===== src/rtl/nibble_serial_addsub_if.sv =====
// Handshake bundle for the nibble-serial add/subtract unit.
// The request side carries the operands; the response side carries the result and flags.
interface nibble_serial_addsub_if #(
    parameter int WIDTH = 16
);
    logic             in_valid;
    logic             in_ready;
    logic [WIDTH-1:0] a;
    logic [WIDTH-1:0] b;
    logic             sub;
    logic             out_valid;
    logic             out_ready;
    logic [WIDTH-1:0] result;
    logic             carry;
    logic             zero;
    logic             overflow;

    modport master (
        output in_valid, a, b, sub, out_ready,
        input  in_ready, out_valid, result, carry, zero, overflow
    );

    modport slave (
        input  in_valid, a, b, sub, out_ready,
        output in_ready, out_valid, result, carry, zero, overflow
    );
endinterface


===== src/rtl/nibble_serial_addsub.sv =====
// WIDTH-bit add/subtract built around one 4-bit adder stage.
// Processes one nibble per cycle, LSB first, and then holds the result until the consumer accepts it.
module nibble_serial_addsub #(
    parameter int WIDTH = 16
) (
    input  logic                   clk,
    input  logic                   rst,
    nibble_serial_addsub_if.slave  bus
);
    localparam int NIB   = WIDTH / 4;
    localparam int CNT_W = (NIB > 1) ? $clog2(NIB) : 1;
    localparam logic [CNT_W-1:0] LAST = CNT_W'(NIB - 1);

    typedef enum logic [1:0] {
        IDLE = 2'd0,
        RUN  = 2'd1,
        DONE = 2'd2
    } state_t;

    state_t             state_reg, state_next;
    logic [WIDTH-1:0]   a_reg, a_next;
    // b is stored already inverted for subtract, so the adder never sees sub again.
    logic [WIDTH-1:0]   bx_reg, bx_next;
    logic               cin_reg, cin_next;
    logic [CNT_W-1:0]   cnt_reg, cnt_next;
    logic               zacc_reg, zacc_next;
    logic [WIDTH-1:0]   result_reg, result_next;
    logic               carry_reg, carry_next;
    logic               zero_reg, zero_next;
    logic               overflow_reg, overflow_next;

    logic [3:0] a_nib [NIB];
    logic [3:0] b_nib [NIB];
    logic [4:0] nib_sum;

    genvar gi;
    generate
        for (gi = 0; gi < NIB; gi++) begin : g_nib
            assign a_nib[gi] = a_reg[4*gi +: 4];
            assign b_nib[gi] = bx_reg[4*gi +: 4];
        end
    endgenerate

    assign nib_sum = {1'b0, a_nib[cnt_reg]} + {1'b0, b_nib[cnt_reg]} + {4'b0000, cin_reg};

    always_comb begin
        state_next    = state_reg;
        a_next        = a_reg;
        bx_next       = bx_reg;
        cin_next      = cin_reg;
        cnt_next      = cnt_reg;
        zacc_next     = zacc_reg;
        result_next   = result_reg;
        carry_next    = carry_reg;
        zero_next     = zero_reg;
        overflow_next = overflow_reg;

        case (state_reg)
            IDLE: begin
                if (bus.in_valid) begin
                    a_next     = bus.a;
                    bx_next    = bus.b ^ {WIDTH{bus.sub}};
                    cin_next   = bus.sub;
                    cnt_next   = '0;
                    zacc_next  = 1'b1;
                    state_next = RUN;
                end
            end
            RUN: begin
                result_next[4*cnt_reg +: 4] = nib_sum[3:0];
                cin_next  = nib_sum[4];
                zacc_next = zacc_reg & (nib_sum[3:0] == 4'h0);
                if (cnt_reg == LAST) begin
                    // Flags settle only on the final nibble so they are stable through DONE.
                    carry_next    = nib_sum[4];
                    zero_next     = zacc_reg & (nib_sum[3:0] == 4'h0);
                    overflow_next = (a_reg[WIDTH-1] == bx_reg[WIDTH-1]) &&
                                    (nib_sum[3] != a_reg[WIDTH-1]);
                    state_next    = DONE;
                end else begin
                    cnt_next = cnt_reg + 1'b1;
                end
            end
            DONE: begin
                if (bus.out_ready) begin
                    cnt_next   = '0;
                    state_next = IDLE;
                end
            end
            default: begin
                state_next = IDLE;
            end
        endcase
    end

    always_ff @(posedge clk) begin
        if (rst) begin
            state_reg    <= IDLE;
            a_reg        <= '0;
            bx_reg       <= '0;
            cin_reg      <= 1'b0;
            cnt_reg      <= '0;
            zacc_reg     <= 1'b0;
            result_reg   <= '0;
            carry_reg    <= 1'b0;
            zero_reg     <= 1'b0;
            overflow_reg <= 1'b0;
        end else begin
            state_reg    <= state_next;
            a_reg        <= a_next;
            bx_reg       <= bx_next;
            cin_reg      <= cin_next;
            cnt_reg      <= cnt_next;
            zacc_reg     <= zacc_next;
            result_reg   <= result_next;
            carry_reg    <= carry_next;
            zero_reg     <= zero_next;
            overflow_reg <= overflow_next;
        end
    end

    assign bus.in_ready  = (state_reg == IDLE);
    assign bus.out_valid = (state_reg == DONE);
    assign bus.result    = result_reg;
    assign bus.carry     = carry_reg;
    assign bus.zero      = zero_reg;
    assign bus.overflow  = overflow_reg;
endmodule


===== src/flat_wrapper.sv =====
// flat-port wrapper written by rule: the top's interface ports become plain ports
module nibble_serial_addsub_flat 
#(
    parameter int WIDTH = 16
)
  (clk, rst, bus_in_valid, bus_a, bus_b, bus_sub, bus_out_ready, bus_in_ready, bus_out_valid, bus_result, bus_carry, bus_zero, bus_overflow);
  nibble_serial_addsub_if #(.WIDTH(WIDTH)) bus_i ();
  input  logic clk;
  input  logic rst;
  input wire logic [$bits(bus_i.in_valid)-1:0] bus_in_valid;
  input wire logic [$bits(bus_i.a)-1:0] bus_a;
  input wire logic [$bits(bus_i.b)-1:0] bus_b;
  input wire logic [$bits(bus_i.sub)-1:0] bus_sub;
  input wire logic [$bits(bus_i.out_ready)-1:0] bus_out_ready;
  output wire logic [$bits(bus_i.in_ready)-1:0] bus_in_ready;
  output wire logic [$bits(bus_i.out_valid)-1:0] bus_out_valid;
  output wire logic [$bits(bus_i.result)-1:0] bus_result;
  output wire logic [$bits(bus_i.carry)-1:0] bus_carry;
  output wire logic [$bits(bus_i.zero)-1:0] bus_zero;
  output wire logic [$bits(bus_i.overflow)-1:0] bus_overflow;
  assign bus_i.in_valid = bus_in_valid;
  assign bus_i.a = bus_a;
  assign bus_i.b = bus_b;
  assign bus_i.sub = bus_sub;
  assign bus_i.out_ready = bus_out_ready;
  assign bus_in_ready = bus_i.in_ready;
  assign bus_out_valid = bus_i.out_valid;
  assign bus_result = bus_i.result;
  assign bus_carry = bus_i.carry;
  assign bus_zero = bus_i.zero;
  assign bus_overflow = bus_i.overflow;
  nibble_serial_addsub #(.WIDTH(WIDTH)) u_core (.clk(clk), .rst(rst), .bus(bus_i));
endmodule

===== config.mk =====
export PLATFORM = sky130hd
export DESIGN_NAME = nibble_serial_addsub_flat
export DESIGN_NICKNAME = d
export VERILOG_FILES = /design/src/rtl/nibble_serial_addsub_if.sv /design/src/rtl/nibble_serial_addsub.sv /design/src/flat_wrapper.sv
export SDC_FILE = /design/constraint.sdc
export NUM_CORES = 1
export LEC_CHECK = 0
export ABC_AREA = 1
export BUFFER_PORTS_ARGS = -buffer_cell sky130_fd_sc_hd__buf_2
export CAP_MARGIN = 40
export CORE_ASPECT_RATIO = 0.8
export CORE_MARGIN = 5
export CORE_UTILIZATION = 54
export DETAILED_ROUTE_END_ITERATION = 10
export GPL_ROUTABILITY_DRIVEN = 0
export PLACE_DENSITY = 0.9
export RECOVER_POWER = 25
export SKIP_CTS_REPAIR_TIMING = 1
export SYNTH_ARGS = -nofsm -noshare
export SYNTH_HDL_FRONTEND = slang
export SYNTH_SLANG_ARGS = --single-unit
export TNS_END_PERCENT = 20

===== constraint.sdc =====
create_clock -name clk -period 3.1 [get_ports clk]
set_clock_uncertainty 0.1 [all_clocks]
set_input_delay 0.31 -clock clk [delete_from_list [all_inputs] [get_ports clk]]
set_output_delay 0.31 -clock clk [all_outputs]
set_load 0.01 [all_outputs]

==> impl_metrics.tcl <==
set metrics [dict create \
    startpoint_type "flip-flop" \
    input_output_buffers 57 \
    period_share 0.881 \
    drv_slew 0 \
    wl_per_cell_um 13.5 \
    clock.fmax_mhz 366 \
    endpoints_failing_setup 0 \
    tns_ns 0 \
    cap_viol_max_count 0 \
    tritoncts_clock_tree "built" \
    detailedRoute.firstPassIterationCount 5 \
    min_path_type "in2reg" \
    rows 23 \
    first_pass_grt_wire_length_um 10900 \
    post-synth-top-area-fraction 0.410 \
    initial_core_util 0.555 \
    yosys_register_bits 57 \
    finalInstanceArea_sq_um 3230 \
    worstPathRequired_ns 3.27 \
    yosys-top-cells-count "nor2_1 (73), dfxtp_1 (57), nand2_1 (41)" \
    inserted_clock_buffers 9 \
    synth.largest_area_cell "dfxtp_1" \
    cts.sink_count 57 \
    synthesis.instances 359 \
    timing_worst_slew_pin_value_ns 0.752 \
    layout_min_cycle_time_ns 2.73 \
    floorplan.core_area_sq_um 5010 \
    io_pins 58 \
    crit_arrival_ns 2.90 \
    worst_skew_pair.late_latency_ns 0.35 \
    unrepaired_setup_endpoints_after_global_routing "false" \
    hpwlAfterDp_um 4630 \
    fill_cells 452 \
    postSynth.topFlopCell "dfxtp_1" \
    detail-route-antenna-nets 0 \
    finalHoldViolCount 0 \
    wirelength_um 6450 \
    crit_path_max_fanout 14 \
    grt-ovfl-total 0 \
    seq_area_frac_synth 0.410 \
    power.leakage_nw 1.34 \
    share_of_final_layout_standard_cells_stronger_than_drive_strength_1 0.178 \
    groute.usage.overall 0.204 \
    outcome "finished, final reports clean" \
    synth_area_leaders "dfxtp_1 (41%), nor2_1 (9.9%), o21ai_0 (6.3%)" \
    clock_root_buffer_master "clkbuf_8" \
    postSynthNetCount 407 \
    post_drt_via_cell_ratio 5.32 \
    dieArea_sq_um 6690 \
    grt_antenna_before_repair 0 \
    flow.area_growth_from_synthesis_pct 16.3 \
    insertedDiodeCount 0 \
    critical_path.endpoint_type "flip-flop" \
    synth_most_common_cell "nor2_1" \
    maximum_number_of_pins_on_one_net_before_global_route_repair 49 \
    drt_drc_violations_left 0 \
    vias 2540 \
    postSynthAreaPerCell_sq_um 7.74 \
    die_height_um 74.2 \
    maxSlewHeadroom 0.498 \
    final_net_count 458 \
    first_global_vias 2448 \
    clock_tree.htree_level_count 3 \
    yosys.cell_types.count 36 \
    regToRegSetupSlack_ns 0.37 \
    cts-root-to-sink-buffers 2 \
    mappedNetlistArea_sq_um 2780 \
    power_per_cell_area_nw_per_um2 581 \
    post_synth_arst_share 0 \
    critPathKind "reg2reg" \
    yosys_warnings 0 \
    post_dp_cell_area_sq_um 3060 \
    clk_pin_slew_worst_paths_ns 0.07 \
    synth_enable_flop_cells 0 \
    drt-initial-drc-count 165 \
    fp.dieW_um 90.2 \
    vdd_ir_drop_max_mv 0.343 \
]
-- layout by cell type, fill, tap and decap left out, types with 6 or more instances in the layout --
master / synthesis / final
clkbuf_8: 0 / 10
nand3_1: 9 / 9
inv_1: 23 / 23
nand2_1: 41 / 41
xnor2_1: 15 / 15
clkbuf_1: 10 / 19
o22ai_1: 6 / 6
a21oi_1: 25 / 25
ha_1: 9 / 9
o21ai_0: 35 / 35
a211oi_1: 12 / 12
nor2_1: 73 / 73
dfxtp_1: 57 / 57
buf_2: 4 / 38
-- critical path, cell delays in order (launching register included) --
cell	delay, ns
dfxtp_1	0.41
inv_1	0.34
o21ai_0	0.15
o22ai_1	0.20
fa_1	0.27
inv_1	0.07
fa_1	0.38
inv_1	0.09
nand2_1	0.05
nand2_1	0.11
nand4_1	0.08
or2_1	0.25
a21oi_1	0.14
-- layout make-up --
class	instances	area, sq um	share of cell area
multi-input cells	257	1440	0.445
flip-flops and latches	57	1140	0.353
repair buffers	60	284	0.0878
clock buffers	10	138	0.0426
inverters	25	96.3	0.0298
well taps	62	77.6	0.0240
clock inverters	6	57.6	0.0178
-- metal layers --
metal,track usage,routed length [um],vias up
li1,-,-,1291
met1,0.238,2820,1153
met2,0.345,3050,87
met3,0.0819,519,9
met4,0.0744,74,0
met5,0,0,-
-- through the flow --
stage               power [W]  setup WS (ns)  utilization  hold WS (ns)  instances
floorplan             0.00111          0.625            -         0.330        359
global placement      0.00119          0.597        0.612         0.349        461
detailed placement    0.00121          0.412        0.612         0.354        461
CTS                   0.00189          0.389        0.651        0.0994        477
global route          0.00199          0.114        0.646         0.122        477
finish                0.00188          0.367        0.646         0.111        477
-- final timing paths --
kind         depth (start not counted)              endpoint                 start
max                                 12       u_core.bus.zero     u_core.cnt_reg[1]
min                                  3       u_core.a_reg[7]              bus_a[7]
max reg2reg                         12       u_core.bus.zero     u_core.cnt_reg[1]
min reg2reg                          2  u_core.bus.result[7]  u_core.bus.result[7]
-- logic make-up (layout without fill, tap and decap cells) --
kind of cell | Yosys count | count (layout) | share of synthesized area
flops | 57 | 57 | 0.410
buf+inv | 45 | 101 | 0.0716
fa+ha+maj | 11 | 11 | 0.0549
xor+xnor | 16 | 16 | 0.0504
compound gates | 89 | 89 | 0.190
simple gates | 141 | 141 | 0.223
-- where the power goes --
part           switching [W]  total (W)  leakage, nW  internal [W]
clock network       0.000294   0.000681        0.102      0.000386
registers          0.0000328   0.000815        0.468      0.000782
logic               0.000246   0.000385        0.772      0.000139
No activity file was read; power rests on OpenSTA's default activity.
